<file path="src/rtl/axis_spectrum_pkg.sv">
// rtl/axis_spectrum_pkg.sv - shared widths, field slices and frame default for the power-spectrum stage
package axis_spectrum_pkg;

    localparam int SAMPLE_W          = 16;
    localparam int DATA_W            = 32;
    localparam int FRAME_LEN_DEFAULT = 1024;

    // Packed complex bin layout on the input stream
    localparam int RE_MSB = 31;
    localparam int RE_LSB = 16;
    localparam int IM_MSB = 15;
    localparam int IM_LSB = 0;

endpackage

</file>
<file path="src/rtl/cplx_mag_sq.sv">
// rtl/cplx_mag_sq.sv - S2/S3 datapath: signed squares, then unsigned sum into the output register
module cplx_mag_sq
    import axis_spectrum_pkg::*;
(
    input  logic                       clk,
    input  logic                       rst,
    input  logic                       en,
    input  logic                       in_valid,
    input  logic signed [SAMPLE_W-1:0] re,
    input  logic signed [SAMPLE_W-1:0] im,
    input  logic                       last_in,
    output logic                       out_valid,
    output logic [DATA_W-1:0]          mag,
    output logic                       last_out
);

    logic                     p_valid;
    logic                     p_last;
    logic signed [DATA_W-1:0] p_re;
    logic signed [DATA_W-1:0] p_im;

    // S2: square each component; operands are sign-extended so the full 32-bit product is kept
    always_ff @(posedge clk or posedge rst) begin
        if (rst) begin
            p_valid <= 1'b0;
            p_last  <= 1'b0;
            p_re    <= '0;
            p_im    <= '0;
        end else if (en) begin
            p_valid <= in_valid;
            p_last  <= last_in;
            p_re    <= DATA_W'(re) * DATA_W'(re);
            p_im    <= DATA_W'(im) * DATA_W'(im);
        end
    end

    // S3: both squares are non-negative and at most 2^30, so their unsigned sum cannot wrap
    always_ff @(posedge clk or posedge rst) begin
        if (rst) begin
            out_valid <= 1'b0;
            last_out  <= 1'b0;
            mag       <= '0;
        end else if (en) begin
            out_valid <= p_valid;
            last_out  <= p_last;
            mag       <= $unsigned(p_re) + $unsigned(p_im);
        end
    end

endmodule

</file>
<file path="src/rtl/axis_power_spectrum.sv">
// rtl/axis_power_spectrum.sv - streaming |X|^2 stage with TLAST regeneration and frame-length checking
module axis_power_spectrum
    import axis_spectrum_pkg::*;
#(
    parameter int FRAME_LEN = FRAME_LEN_DEFAULT,
    parameter int CNT_W     = $clog2(FRAME_LEN)
) (
    input  logic              ACLK,
    input  logic              ARESET,
    input  logic [DATA_W-1:0] S_AXIS_TDATA,
    input  logic              S_AXIS_TVALID,
    input  logic              S_AXIS_TLAST,
    output logic              S_AXIS_TREADY,
    output logic [DATA_W-1:0] M_AXIS_TDATA,
    output logic              M_AXIS_TVALID,
    output logic              M_AXIS_TLAST,
    input  logic              M_AXIS_TREADY,
    output logic              LEN_ERR,
    output logic [15:0]       FRAME_CNT
);

    localparam logic [CNT_W-1:0] CNT_LAST = CNT_W'(FRAME_LEN - 1);

    logic                       en;
    logic                       accept;
    logic                       at_end;
    logic                       last_tag;
    logic [CNT_W-1:0]           cnt;
    logic                       s1_valid;
    logic                       s1_last;
    logic signed [SAMPLE_W-1:0] s1_re;
    logic signed [SAMPLE_W-1:0] s1_im;

    // Whole pipeline moves in lockstep; it only freezes while the output beat is waiting
    assign en            = !M_AXIS_TVALID || M_AXIS_TREADY;
    assign S_AXIS_TREADY = en;
    assign accept        = S_AXIS_TVALID && en;
    assign at_end        = (cnt == CNT_LAST);
    assign last_tag      = at_end || S_AXIS_TLAST;

    // S1: capture the beat and its last tag; the tag is masked on bubbles so it never leaks out
    always_ff @(posedge ACLK or posedge ARESET) begin
        if (ARESET) begin
            s1_valid <= 1'b0;
            s1_last  <= 1'b0;
            s1_re    <= '0;
            s1_im    <= '0;
        end else if (en) begin
            s1_valid <= S_AXIS_TVALID;
            s1_last  <= S_AXIS_TVALID && last_tag;
            s1_re    <= S_AXIS_TDATA[RE_MSB:RE_LSB];
            s1_im    <= S_AXIS_TDATA[IM_MSB:IM_LSB];
        end
    end

    // Bin counter; an upstream TLAST restarts the frame even when it arrives early
    always_ff @(posedge ACLK or posedge ARESET) begin
        if (ARESET) begin
            cnt <= '0;
        end else if (accept) begin
            cnt <= last_tag ? '0 : cnt + 1'b1;
        end
    end

    // Sticky flag for any upstream TLAST that disagrees with the fixed frame length
    always_ff @(posedge ACLK or posedge ARESET) begin
        if (ARESET) begin
            LEN_ERR <= 1'b0;
        end else if (accept && (at_end ^ S_AXIS_TLAST)) begin
            LEN_ERR <= 1'b1;
        end
    end

    // Count frames as they leave, on the handshake of their final bin
    always_ff @(posedge ACLK or posedge ARESET) begin
        if (ARESET) begin
            FRAME_CNT <= '0;
        end else if (M_AXIS_TVALID && M_AXIS_TREADY && M_AXIS_TLAST) begin
            FRAME_CNT <= FRAME_CNT + 16'd1;
        end
    end

    cplx_mag_sq u_mag (
        .clk       (ACLK),
        .rst       (ARESET),
        .en        (en),
        .in_valid  (s1_valid),
        .re        (s1_re),
        .im        (s1_im),
        .last_in   (s1_last),
        .out_valid (M_AXIS_TVALID),
        .mag       (M_AXIS_TDATA),
        .last_out  (M_AXIS_TLAST)
    );

endmodule

</file>
<file path="config.mk">
export PLATFORM = sky130hd
export DESIGN_NAME = axis_power_spectrum
export DESIGN_NICKNAME = d
export VERILOG_FILES = /design/src/rtl/axis_spectrum_pkg.sv /design/src/rtl/cplx_mag_sq.sv /design/src/rtl/axis_power_spectrum.sv
export SDC_FILE = /design/constraint.sdc
export NUM_CORES = 2
export LEC_CHECK = 0
export BUFFER_PORTS_ARGS = -buffer_cell sky130_fd_sc_hd__buf_2
export CAP_MARGIN = 20
export CORE_MARGIN = 2
export CORE_UTILIZATION = 50
export CTS_CLUSTER_DIAMETER = 50
export DETAILED_ROUTE_END_ITERATION = 7
export GPL_TIMING_DRIVEN = 0
export PLACE_DENSITY = 0.74
export SLEW_MARGIN = 10
export SYNTH_ARGS = -nofsm -noshare
export SYNTH_HDL_FRONTEND = slang
export SYNTH_HIERARCHICAL = 1
export SYNTH_SLANG_ARGS = --single-unit
</file>
<file path="constraint.sdc">
create_clock -name ACLK -period 12.1 [get_ports ACLK]
set_input_delay 1.21 -clock ACLK [delete_from_list [all_inputs] [get_ports ACLK]]
set_output_delay 1.21 -clock ACLK [all_outputs]
set_load 0.1 [all_outputs]
</file>
; ---- Yosys cells after proc, flatten, opt, wreduce, memory -nomap -nowiden
; Index checks and enable logic that the tools add are counted.
[word_totals]
register_bits = 161
inputBits = 37
word_cells = 30
output_inout_bits = 52
[op_classes]
eq_ne = 1
multipliers = 2
reduce_logical = 8
n_addsub = 3
bitwise = 1
mux = 1
[ops]
columns = operator, count
row1 = multiplier 16 x 16 -> 32 bit, 2
row2 = adder 32 bit, 1
row3 = "adder 16 x 1 -> 16 bit, second input constant", 1
row4 = "adder 10 x 1 -> 10 bit, second input constant", 1
row5 = "== test 10 bit, second input constant", 1
row6 = 2-to-1 mux 10 bit, 1
row7 = logical AND 1 bit, 5
row8 = logical OR 1 bit, 2
row9 = logical NOT 1 bit, 1
row10 = bitwise XOR 1 bit, 1

; ---- Depth between registers and ports, before layout
[logic_depth]
depth_word = 4
mapped_depth = 24
mapped_depth_nobuf = 23

; ---- Hierarchy
; The synthesis kept the hierarchy.
[by_module_without_submodules]
columns = mod, seq_area_each_um2, area_each_um2, cells_per_inst, instances
row1 = cplx_mag_sq, 2452.4, 22880.7, 2402, 1
row2 = axis_power_spectrum, 1526.5, 2586.2, 272, 1

; ---- Worst setup path before layout
; OpenSTA, ideal clock, no wires.
[synth_path]
path_type = register -> register
start = register s1_im[15]
end = register u_mag.p_im[29]
path_stages_with_launch = 20
setup_slack_ns = 5.880
path_buffers = 2
setup_time_ns = 0.120
arrival_ns = 6.100
synth_period_minus_slack_ns = 6.220
required_time_ns = 11.980
path_cell_list = dfrtp_1 clkbuf_1 clkbuf_1 nand2_1 fa_1 inv_1 fa_1 fa_1 fa_1 fa_1 fa_1 ha_1 a21o_1 a21o_1 a21oi_1 nand3_1 o21a_2 o21a_1 or3_1 a31o_1
[synth_between]
elab_chain_cells = 1
[synth_lines]
columns = item, line
row1 = "start, declared", axis_power_spectrum.sv:32  ; logic signed [SAMPLE_W-1:0] s1_im;
row2 = "start signal, assigned", axis_power_spectrum.sv:52  ; s1_im <= S_AXIS_TDATA[IM_MSB:IM_LSB];
row3 = multiplier 16 x 16 -> 32 bit, cplx_mag_sq.sv:33  ; p_im <= DATA_W'(im) * DATA_W'(im);
row4 = "end signal, assigned", cplx_mag_sq.sv:33
row5 = "end, declared", cplx_mag_sq.sv:20  ; logic signed [DATA_W-1:0] p_im;
; No other way between the ends.
; A chain may end at the register's enable or synchronous reset.

; ---- Worst setup path after layout
[layout_path]
start = register s1_re[5]
end = register u_mag.p_re[29]
[layout_between]
elab_chain_cells = 1
[layout_lines]
columns = item, line
row1 = "start, declared", axis_power_spectrum.sv:31  ; logic signed [SAMPLE_W-1:0] s1_re;
row2 = "start signal, assigned", axis_power_spectrum.sv:51  ; s1_re <= S_AXIS_TDATA[RE_MSB:RE_LSB];
row3 = multiplier 16 x 16 -> 32 bit, cplx_mag_sq.sv:32  ; p_re <= DATA_W'(re) * DATA_W'(re);
row4 = "end signal, assigned", cplx_mag_sq.sv:32
row5 = "end, declared", cplx_mag_sq.sv:19  ; logic signed [DATA_W-1:0] p_re;
; No other way between the ends.

==> reports/results.md <==
## STA
* no — unrepaired setup endpoints after global routing
* 0 ps — Setup TNS
* 0.1378 GHz — peak clock frequency supported by timing
* 40.91% — relative max-transition margin
* 14.67 ps — setup skew after layout
* 59.98% — post-route clock period utilization
* 0 — setup violators final
* 7257 ps — Tmin final
* 886.4 ps — Tightest Pin Transition
* 0 — Pins Over Slew Limit
* 0 — Hold Violations, Final

## Setup path
* s1_re[5] — Worst setup startpoint
* 610 ps — worst stage delay on the critical path
* u_mag/p_re[29] — r2r endpoint
* 12460 ps — CP required
* fa_1 — CP most frequent cell
* 7620 ps — endpoint arrival time on the critical path
* s1_re[5] — RR Startpoint
* 21 — stages on the worst setup path
* 4840 ps — register-to-register setup slack
* u_mag/p_re[29] — last element of the critical path
* flip-flop — CP startpoint kind
* 5 — Worst Path Buf+Inv
* flip-flop to flip-flop — crit path kind
* clkbuf_1 — critical-path cell with the highest stage delay
* flip-flop — Setup crit end kind
* 21 — path depth of the worst reg2reg path
* clkbuf_1 > clkbuf_1 > nand2_1 > fa_1 > inv_1 > fa_1 > fa_1 > fa_1 > fa_1 > inv_1 > fa_1 > inv_1 > ha_1 > a21oi_1 > nand4_1 > a21oi_1 > o31ai_4 > a211oi_2 > o21bai_1 > a21o_1 > a221o_1 — cell chain of the critical path
* adder cells — Crit path max-delay family
* 10 — maximum fanout count along the critical path

## Logic synthesis
* dfrtp_1 — top flip-flop cell by instance count after synthesis
* 25470 um^2 — synthesized area
* 80 — number of distinct library cells after synthesis
* 6 — warning count from the yosys run
* 159 — FF+latch count, synth
* 9.524 um^2 — Mean Syn Cell Area
* 2674 — cell count after synthesis
* 100.0% — share of flip-flops with an asynchronous set or reset
* 15.62% — post-synthesis sequential area ratio
* 3393 — Net Count, Synth
* 0 — count of flip-flops with a built-in enable after synthesis

## Placed design
* 0.9394 — routability congestion estimate from global placement
* 88 — number of buffers added on ports
* 50010 um — HPWL after detailed placement

## Detailed routing
* 0 — Antenna Nets Post-Route
* 18460 — via count
* 5.323 — drt via density
* 59130 um — aggregate routed wire length
* 5 — Pre-Repair DR Iteration Count
* 1047 — number of DRC markers after the initial detailed-route iteration
* 0 — DRC violations left
* 17.05 um — DR WL/cell

## Clock tree
* 17 — number of buffers created by CTS
* 480 ps — Clock Latency Late Sink
* 0 — setup bufs post-CTS
* 70 ps — Clock transition at path regs
* 2 — clock buffer depth
* 4 — number of levels the H-tree was split into
* 159 — Num Clock Sinks
* 0 — hold bufs inserted after CTS
* 0 — Resized Gates After CTS
* clkbuf_16 — library cell used as clock root buffer
* built — CTS tree

## GRT
* 20250 — via count of the first global-routing pass
* 99830 um — first-pass GRT wire length
* 1 — number of antenna violations at the first check in global routing
* 0 — total global routing overflow
* 24.02% — overall track demand over capacity in global routing
* 52 — maximum number of pins on one net before global-route repair

## Finish
* 0 — number of diodes added for antenna fixing
* 7.502% — P&R area growth vs syn
* 3502 — fin nets
* 8.226% — fraction of layout instances using a drive strength above 1

## Floorplan
* 52760 um^2 — Die ar.
* 229.7 um — Die W
* 50170 um^2 — Placeable Area
* 229.7 um — vertical die dimension
* 82 — std cell rows
* 89 — IO Count
* 50.76% — Starting Density

## Min path
* flip-flop to flip-flop — class of the tightest hold or removal check

## Flow run
* 0 — Maximum Capacitance Violations

## Status
* complete, no violations — outcome

==> routing by layer <==
layer / GRT usage [%] / up-vias / routed length (um)
met4: 8.320 / 0 / 1552
met1: 31.90 / 9472 / 24910
met2: 40.52 / 505 / 29070
met5: 0 / - / 0
li1: - / 8402 / -
met3: 3.323 / 82 / 3595
==> metrics by stage <==
stage	hold slack (ps)	cells	cell area (um^2)	worst slack [ps]	utilization [%]
final	472.0	3468	27380	4843	54.57
after global routing	501.3	3468	27380	4473	54.57
after CTS	476.1	3468	27380	4944	54.57
after detailed placement	458.4	3436	26800	4961	53.42
after global placement	454.6	3434	26750	5078	53.31
after floorplan	436.8	2674	25470	5880	-
==> Yosys cell counts (4+ instances only) <==
cell	count	area share, %
and4_1	4	0.14
o2bb2ai_1	5	0.17
fa_1	468	37
mux2_2	58	2.6
a21oi_1	69	1.4
o21ai_0	37	0.73
buf_2	5	0.098
or3_1	9	0.22
o21bai_1	11	0.32
nor2b_1	10	0.25
dfrtp_1	159	16
nand3_1	33	0.65
xnor2_1	85	2.9
or2_2	4	0.098
o21a_1	20	0.59
xor2_1	23	0.79
nand2b_1	10	0.25
nand2_1	306	4.5
nand3b_1	4	0.12
buf_1	9	0.13
a21o_1	42	1.2
inv_1	660	9.7
a31o_2	13	0.45
a211oi_1	13	0.38
clkbuf_1	56	0.83
and3_1	11	0.27
o31ai_1	12	0.35
nand4_1	17	0.42
a221oi_1	4	0.14
and2_1	90	2.2
a31oi_1	5	0.12
nor2_1	95	1.4
nor3_1	31	0.61
o211ai_1	9	0.27
ha_1	214	11
==> placed cells by master (no fill, tap or decap), types with 5 or more instances in the layout <==
cell,Yosys,routed
o21a_1,20,20
and3_1,11,11
nand3_1,33,33
clkinvlp_4,0,5
inv_1,660,658
clkbuf_16,0,17
xor2_1,23,23
nand4_1,17,17
nor2_1,95,95
o211ai_1,9,9
dfrtp_1,159,159
nand2_1,306,306
clkbuf_1,56,56
and2_1,90,90
o21ai_0,37,37
nor2b_1,10,10
a31oi_1,5,5
nand2b_1,10,10
mux2_2,58,58
o31ai_1,12,12
buf_2,5,93
o21bai_1,11,11
fa_1,468,468
or3_1,9,9
inv_6,1,5
a211oi_1,13,13
buf_1,9,9
a21o_1,42,42
a21oi_1,69,69
nor3_1,31,31
o2bb2ai_1,5,5
ha_1,214,214
xnor2_1,85,85
a31o_2,13,13
==> logic make-up (layout without fill, tap and decap cells) <==
family	count (synthesis)	count (layout)	synth area share [%]
AOI/OAI and AO/OA	283	283	7.812
and+or+nand+nor	647	647	11.92
xor gates and xnor gates	108	108	3.714
buffers and inverters	734	856	10.94
adders and majority gates	682	682	47.30
muxes	61	61	2.683
DFF	159	159	15.62
==> area by class of cell <==
type,instances,area [um^2]
Timing Repair Buffer,90,488.0
Fill cell,4418,22790
Tap cell,672,840.8
Clock buffer,17,425.4
Sequential cell,159,3979
Buffer,72,296.5
Clock inverter,15,151.4
Inverter,662,2495
Multi-Input combinational cell,1781,18700
==> flip-flops by register name, indices dropped and copies added, names as in the netlist, 10 cells and up <==
| register | cells |
|---|---|
| u_mag/mag | 32 |
| u_mag/p_im | 31 |
| u_mag/p_re | 31 |
| FRAME_CNT | 16 |
| s1_im | 16 |
| s1_re | 16 |
| cnt | 10 |
==> worst min path at each step <==
stage                          from         to  cells past startpoint
after detailed placement    LEN_ERR    LEN_ERR                      1
final                       LEN_ERR    LEN_ERR                      1
after CTS                   LEN_ERR    LEN_ERR                      1
after global routing        LEN_ERR    LEN_ERR                      1
after global placement    s1_im[15]  s1_im[15]                      2
after floorplan           s1_im[15]  s1_im[15]                      2
Power is not shown: default switching activity piles up to over one toggle a cycle in this logic, so the estimate is an artifact.
